--- config.mk ---
export PLATFORM = sky130hd
export DESIGN_NAME = poseidon_output_sink
export DESIGN_NICKNAME = d
export VERILOG_FILES = /design/src/rtl/poseidon_stream_pkg.sv /design/src/rtl/poseidon_sink_fifo.sv /design/src/rtl/poseidon_output_sink.sv
export SDC_FILE = /design/constraint.sdc
export NUM_CORES = 2
export LEC_CHECK = 0
export CORE_MARGIN = 5
export CORE_UTILIZATION = 50
export CTS_CLUSTER_SIZE = 16
export DETAILED_ROUTE_END_ITERATION = 12
export PLACE_DENSITY_LB_ADDON = 0.08
export SLEW_MARGIN = 0
export SYNTH_ARGS = -nofsm -noshare
export SYNTH_HDL_FRONTEND = slang
export SYNTH_HIERARCHICAL = 1
export SYNTH_SLANG_ARGS = --single-unit
--- constraint.sdc ---
create_clock -name clk -period 33.3 [get_ports clk]
set_clock_uncertainty 0.05 [all_clocks]
set_input_delay 6.66 -clock clk [delete_from_list [all_inputs] [get_ports clk]]
set_output_delay 6.66 -clock clk [all_outputs]
set_load 0.01 [all_outputs]
--- src/rtl/poseidon_stream_pkg.sv ---
// Shared types for the Poseidon output stream: beat layout and sink FSM states.
package poseidon_stream_pkg;
  localparam int DATA_W = 255;

  typedef struct packed {
    logic              last;
    logic [DATA_W-1:0] payload;
  } beat_t;

  typedef enum logic [1:0] {S_IDLE, S_RUN, S_DONE} sink_state_t;
endpackage

--- src/rtl/poseidon_sink_fifo.sv ---
// First-word-fall-through FIFO of stream beats; head is visible whenever not empty.
module poseidon_sink_fifo
  import poseidon_stream_pkg::*;
#(
  parameter int DEPTH = 16
) (
  input  logic                     clk,
  input  logic                     resetn,
  input  logic                     push,
  input  beat_t                    wdata,
  input  logic                     pop,
  output beat_t                    rdata,
  output logic                     full,
  output logic                     empty,
  output logic [$clog2(DEPTH):0]   level
);
  localparam int AW = $clog2(DEPTH);

  beat_t       mem [DEPTH];
  logic [AW:0] wr_ptr, rd_ptr;
  logic        do_pop;

  // Pointers carry one extra wrap bit so the difference is the occupancy.
  assign level  = wr_ptr - rd_ptr;
  assign full   = (level == (AW+1)'(DEPTH));
  assign empty  = (level == '0);
  assign do_pop = pop && !empty;
  assign rdata  = empty ? '0 : mem[rd_ptr[AW-1:0]];

  always_ff @(posedge clk) begin
    if (push && !full) mem[wr_ptr[AW-1:0]] <= wdata;
  end

  always_ff @(posedge clk or negedge resetn) begin
    if (!resetn) begin
      wr_ptr <= '0;
      rd_ptr <= '0;
    end else begin
      if (push && !full) wr_ptr <= wr_ptr + 1'b1;
      if (do_pop)        rd_ptr <= rd_ptr + 1'b1;
    end
  end
endmodule

--- src/rtl/poseidon_output_sink.sv ---
// Stream sink with programmable backpressure, beat/frame counting and stop-at-target.
// Define POSEIDON_SINK_PROTO_CHECK_EN to build the valid/payload hold checker (err_proto).
module poseidon_output_sink
  import poseidon_stream_pkg::*;
#(
  parameter int DEPTH = 16
) (
  input  logic                   clk,
  input  logic                   resetn,
  input  logic                   io_input_valid,
  output logic                   io_input_ready,
  input  logic                   io_input_last,
  input  logic [DATA_W-1:0]      io_input_payload,
  input  logic                   enable,
  input  logic [3:0]             stall_mask,
  input  logic [7:0]             frames_target,
  input  logic                   rd_en,
  output beat_t                  rd_data,
  output logic                   empty,
  output logic [$clog2(DEPTH):0] level,
  output logic [15:0]            beat_count,
  output logic [7:0]             frame_count,
  output logic                   done,
  output logic                   err_proto
);
  sink_state_t state_q, state_d;
  logic [1:0]  phase_q;
  logic        full, fire, start, hit_target;
  beat_t       in_beat;

  assign in_beat        = '{last: io_input_last, payload: io_input_payload};
  assign io_input_ready = (state_q == S_RUN) && !full && !stall_mask[phase_q];
  assign fire           = io_input_valid && io_input_ready;
  assign start          = (state_q == S_IDLE) && enable;
  assign hit_target     = fire && io_input_last && (frames_target != 8'd0) &&
                          (frame_count + 8'd1 == frames_target);
  assign done           = (state_q == S_DONE);

  always_comb begin
    state_d = state_q;
    case (state_q)
      S_IDLE:  if (enable) state_d = S_RUN;
      // Reaching the target wins over a simultaneous enable drop; DONE then exits.
      S_RUN:   if (hit_target) state_d = S_DONE;
               else if (!enable) state_d = S_IDLE;
      S_DONE:  if (!enable) state_d = S_IDLE;
      default: state_d = S_IDLE;
    endcase
  end

  always_ff @(posedge clk or negedge resetn) begin
    if (!resetn) begin
      state_q     <= S_IDLE;
      phase_q     <= '0;
      beat_count  <= '0;
      frame_count <= '0;
    end else begin
      state_q <= state_d;
      if (start) begin
        phase_q     <= '0;
        beat_count  <= '0;
        frame_count <= '0;
      end else begin
        if (state_q == S_RUN) phase_q <= phase_q + 2'd1;
        if (fire) begin
          beat_count <= beat_count + 16'd1;
          if (io_input_last) frame_count <= frame_count + 8'd1;
        end
      end
    end
  end

  poseidon_sink_fifo #(.DEPTH(DEPTH)) u_fifo (
    .clk    (clk),
    .resetn (resetn),
    .push   (fire),
    .wdata  (in_beat),
    .pop    (rd_en),
    .rdata  (rd_data),
    .full   (full),
    .empty  (empty),
    .level  (level)
  );

`ifdef POSEIDON_SINK_PROTO_CHECK_EN
  logic  hold_q, err_q;
  beat_t held_q;

  // A beat offered but refused while running must be re-offered unchanged.
  always_ff @(posedge clk or negedge resetn) begin
    if (!resetn) begin
      hold_q <= 1'b0;
      held_q <= '0;
      err_q  <= 1'b0;
    end else begin
      hold_q <= io_input_valid && !io_input_ready && (state_q == S_RUN);
      held_q <= in_beat;
      if (start) err_q <= 1'b0;
      else if (hold_q && (!io_input_valid || in_beat != held_q)) err_q <= 1'b1;
    end
  end
  assign err_proto = err_q;
`else
  assign err_proto = 1'b0;
`endif
endmodule

==> impl_metrics.csv <==
group,metric,value,unit
worst_setup_path,r2r_slack,24650,ps
drt,drc,0,
synthesis,syn-num-nets,7353,
timing,setup_viol,0,
synthesis,synth_top_family_by_area,"multiplexers",
die,die_h,574,µm
worst_setup_path,cp-end-kind,"output port",
worst_setup_path,r2r-end,"u_fifo/mem[12][96]$_DFFE_PP_",
synthesis,syn_avg_cell_area,22.5,µm²
synthesis,synthMuxAreaShare,16.2,%
clock_tree,holdBufCountCts,0,
finish,final_layout_size_suffix_gt1_share,22.3,%
die,rows,207,
power_and_ir_drop,leakagePower,0.0585,µW
timing,finalHoldViolCount,0,
synthesis,syn-cell-area,159000,µm²
die,fp.dieW,574,µm
worst_setup_path,worstReg2RegStart,"u_fifo/rd_ptr[1]$_DFFE_PN0P_",
min_path,hp-class,"flip-flop to flip-flop",
timing,tns,0,ps
synthesis,synthAdderAreaFrac,0.0991,%
worst_setup_path,crit_type,"input port to output port",
clock_tree,htreeDepth,5,
clock_tree,clk_pin_slew_worst_paths,60,ps
grt,grt_usage,24.4,%
timing,fin_ws,18180,ps
synthesis,yosys_register_bits,4134,
clock_tree,cts_tree,"yes",
worst_setup_path,r2r_cells,15,
power_and_ir_drop,vdd_drop_max,0.0860,mV
grt,antenna_found_initial,102,
drt,wl,405,mm
grt,grt_max_degree,133,
drt,via_count,76500,
worst_setup_path,critPathMaxStageDelay,580,ps
synthesis,synth.area.top_cells,"edfxtp_1 (77%), mux4_2 (15%), mux2i_1 (1.6%), nand2_1 (1.3%), a211oi_1 (1.2%)",
synthesis,synth-edff-count,4096,
placed_design,io_buffers,560,
timing,fmax,0.0661,GHz
clock_tree,cts_made_buffers,426,
run_status,status,"finished, final reports clean",
drt,detail-route-antenna-nets,0,
synthesis,synthArstFlopShare,0.919,%
die,core-area,317000,µm²
synthesis,yosys.area_share.simple,2.64,%
drt,drtPass1Iterations,5,
synthesis,synth_compound_area_share,1.36,%
worst_setup_path,arrival,8410,ps
worst_setup_path,crit_top_cell,"clkdlybuf4s50_1",
grt,grt_pass1_vias,79600,
clock_tree,root_buffer,"clkbuf_16",
drt,drt-vias-per-instance,6.19,
drt,drt_iter0_markers,7582,
worst_setup_path,slowest_stage,"clkdlybuf4s50_1",
clock_tree,post-cts-setup-buffers,0,
die,initial_utilization,50.1,%
placed_design,dp_worst_setup_slack,18200,ps
synthesis,yosysTopAreaCellShare,77.3,%
synthesis,synth.distinct_cells,55,
timing,relSlewSlack,19.2,%
worst_setup_path,cp_max_fo,5,
synthesis,ys.flop_type,"edfxtp_1",
timing,maxSlewViolCount,0,
timing,rsz0062_at_grt,"false",
placed_design,finalWeightedCongestion,0.760,
power_and_ir_drop,power_density,85.9,nW/µm²
run,cap_violations,0,
timing,worstMarginPinSlew,1210,ps
timing,fin_crit_sh,45.4,%
clock_tree,cts_buffer_depth,4,
synthesis,synth_warnings,6,
min_path,min_path_cells,1,
grt,grt-ovfl-total,0,
die,dieArea,329000,µm²
min_path,worstHoldStart,"u_fifo/wr_ptr[4]$_DFFE_PN0P_",
clock_tree,cts_resized,0,
die,ioPinCount,562,
drt,wl_per_cell,32.7,µm
finish,fin_nets,8092,
synthesis,yosysSeqAreaShare,77.9,%
placed_design,hpwlAfterDp,202,mm
min_path,hold_path_end,"u_fifo/wr_ptr[4]$_DFFE_PN0P_",
synthesis,synth_top_area_cell,"edfxtp_1",
synthesis,netlist_instances,7068,
clock_tree,clkLatencyLatePin,930,ps
timing,finalCriticalPeriod,15120,ps
clock_tree,cts.sinks,4134,
worst_setup_path,worstPathCellList,"clkdlybuf4s50_1 > mux4_2 > nor2_1 > clkdlybuf4s50_1",
finish,syn_to_final_growth,15.0,%
worst_setup_path,worstPathRequired,26590,ps
synthesis,synth_xor_xnor_area_share,0.193,%
worst_setup_path,cp-start-kind,"input port",
grt,grt_pass1_wl,583,mm
## registers in the layout, indices dropped and copies added, names as in the netlist
name and count:
u_fifo/mem 4096, beat_count 16, frame_count 8, u_fifo/rd_ptr 5, u_fifo/wr_ptr 5, phase_q 2, state_q 2
## placed cells by master, fill, tap and decap left out, types with 14 or more instances in the layout
master,count
clkinv_1,89
clkinv_2,72
a211oi_1,255
clkdlybuf4s50_1,559
xor2_1,16
mux4_2,1025
bufinv_16,50
buf_4,142
nor2_1,23
clkbuf_16,427
nand3_1,14
buf_12,17
edfxtp_1,4096
nand2_1,532
clkbuf_1,87
diode_2,39
mux2i_1,258
dfrtp_1,34
and3_1,263
xnor2_1,19
## per-layer routing
metal  vias to the layer above  track usage (%)  wire, µm
met5                         -                0       332
met2                      2597             39.8    199000
met4                        54             6.48     10400
met3                       604             4.73     28700
li1                      31300                -         -
met1                     42000             34.3    167000
## logic make-up (layout without fill, tap and decap cells)
group           after synthesis  in the layout
compound gates              289            289
xor+xnor                     35             35
fa+ha+maj                    12             12
buf+inv                     420           1503
flops                      4134           4134
mux                        1285           1285
other cells                   1             40
simple gates                892            892
## synthesized netlist by cell type, drive strengths merged, types with 2 or more instances
cell and instances:
edfxtp 4096, mux4 1025, nand2 532, and3 275
a211oi 258, mux2i 258, buf 213, clkbuf 195
dfrtp 38, nor2 23, xnor2 19, xor2 16
nand3 14, ha 11, a21oi 10, inv 10
o21ai 10, nor2b 8, nor3 7, nand4 6
or3 6, nor4 5, nand2b 4, and2 3
clkinv 2, mux2 2, nand3b 2, nor3b 2
o2111ai 2, o21bai 2, o31ai 2
## cell type report
cell class,instances,area (µm²)
fill,23100,134000
sequential,4134,124000
multi-input combinational,2514,32600
clock buffer,519,11100
timing repair buffer,719,7010
tap,4180,5230
clock inverter,253,2840
antenna,39,97.6
inverter,12,76.3
## worst max-delay path: cells and delay by family
kind	cells	cell delay, ps
and+or+nand+nor	1	230
muxes	1	530
buffers and inverters	2	980
## where the power goes
group | internal [µW] | switching (µW)
Clock | 2760 | 1970
Sequential | 5890 | 87.8
Combinational | 2280 | 2730
Total | 10900 | 4780
## worst max path at each step
stage	from	to	cells past startpoint
finish	stall_mask[3]	io_input_ready	4
global route	stall_mask[3]	io_input_ready	4
CTS	stall_mask[3]	io_input_ready	4
detailed placement	stall_mask[3]	io_input_ready	4
global placement	stall_mask[0]	io_input_ready	4
floorplan	stall_mask[3]	u_fifo/mem[15][0]$_DFFE_PP_	6
## through the flow
step	util [%]	total power [µW]	hold WS, ps	cell area [µm²]	cells
floorplan	-	9150	410	159000	7068
global placement	53.2	11200	427	169000	11600
finish	57.6	15700	439	183000	12400
detailed placement	53.2	11200	426	169000	11600
CTS	57.6	15900	442	183000	12300
global route	57.6	16400	467	183000	12300
No activity file was read; power rests on OpenSTA's default activity.
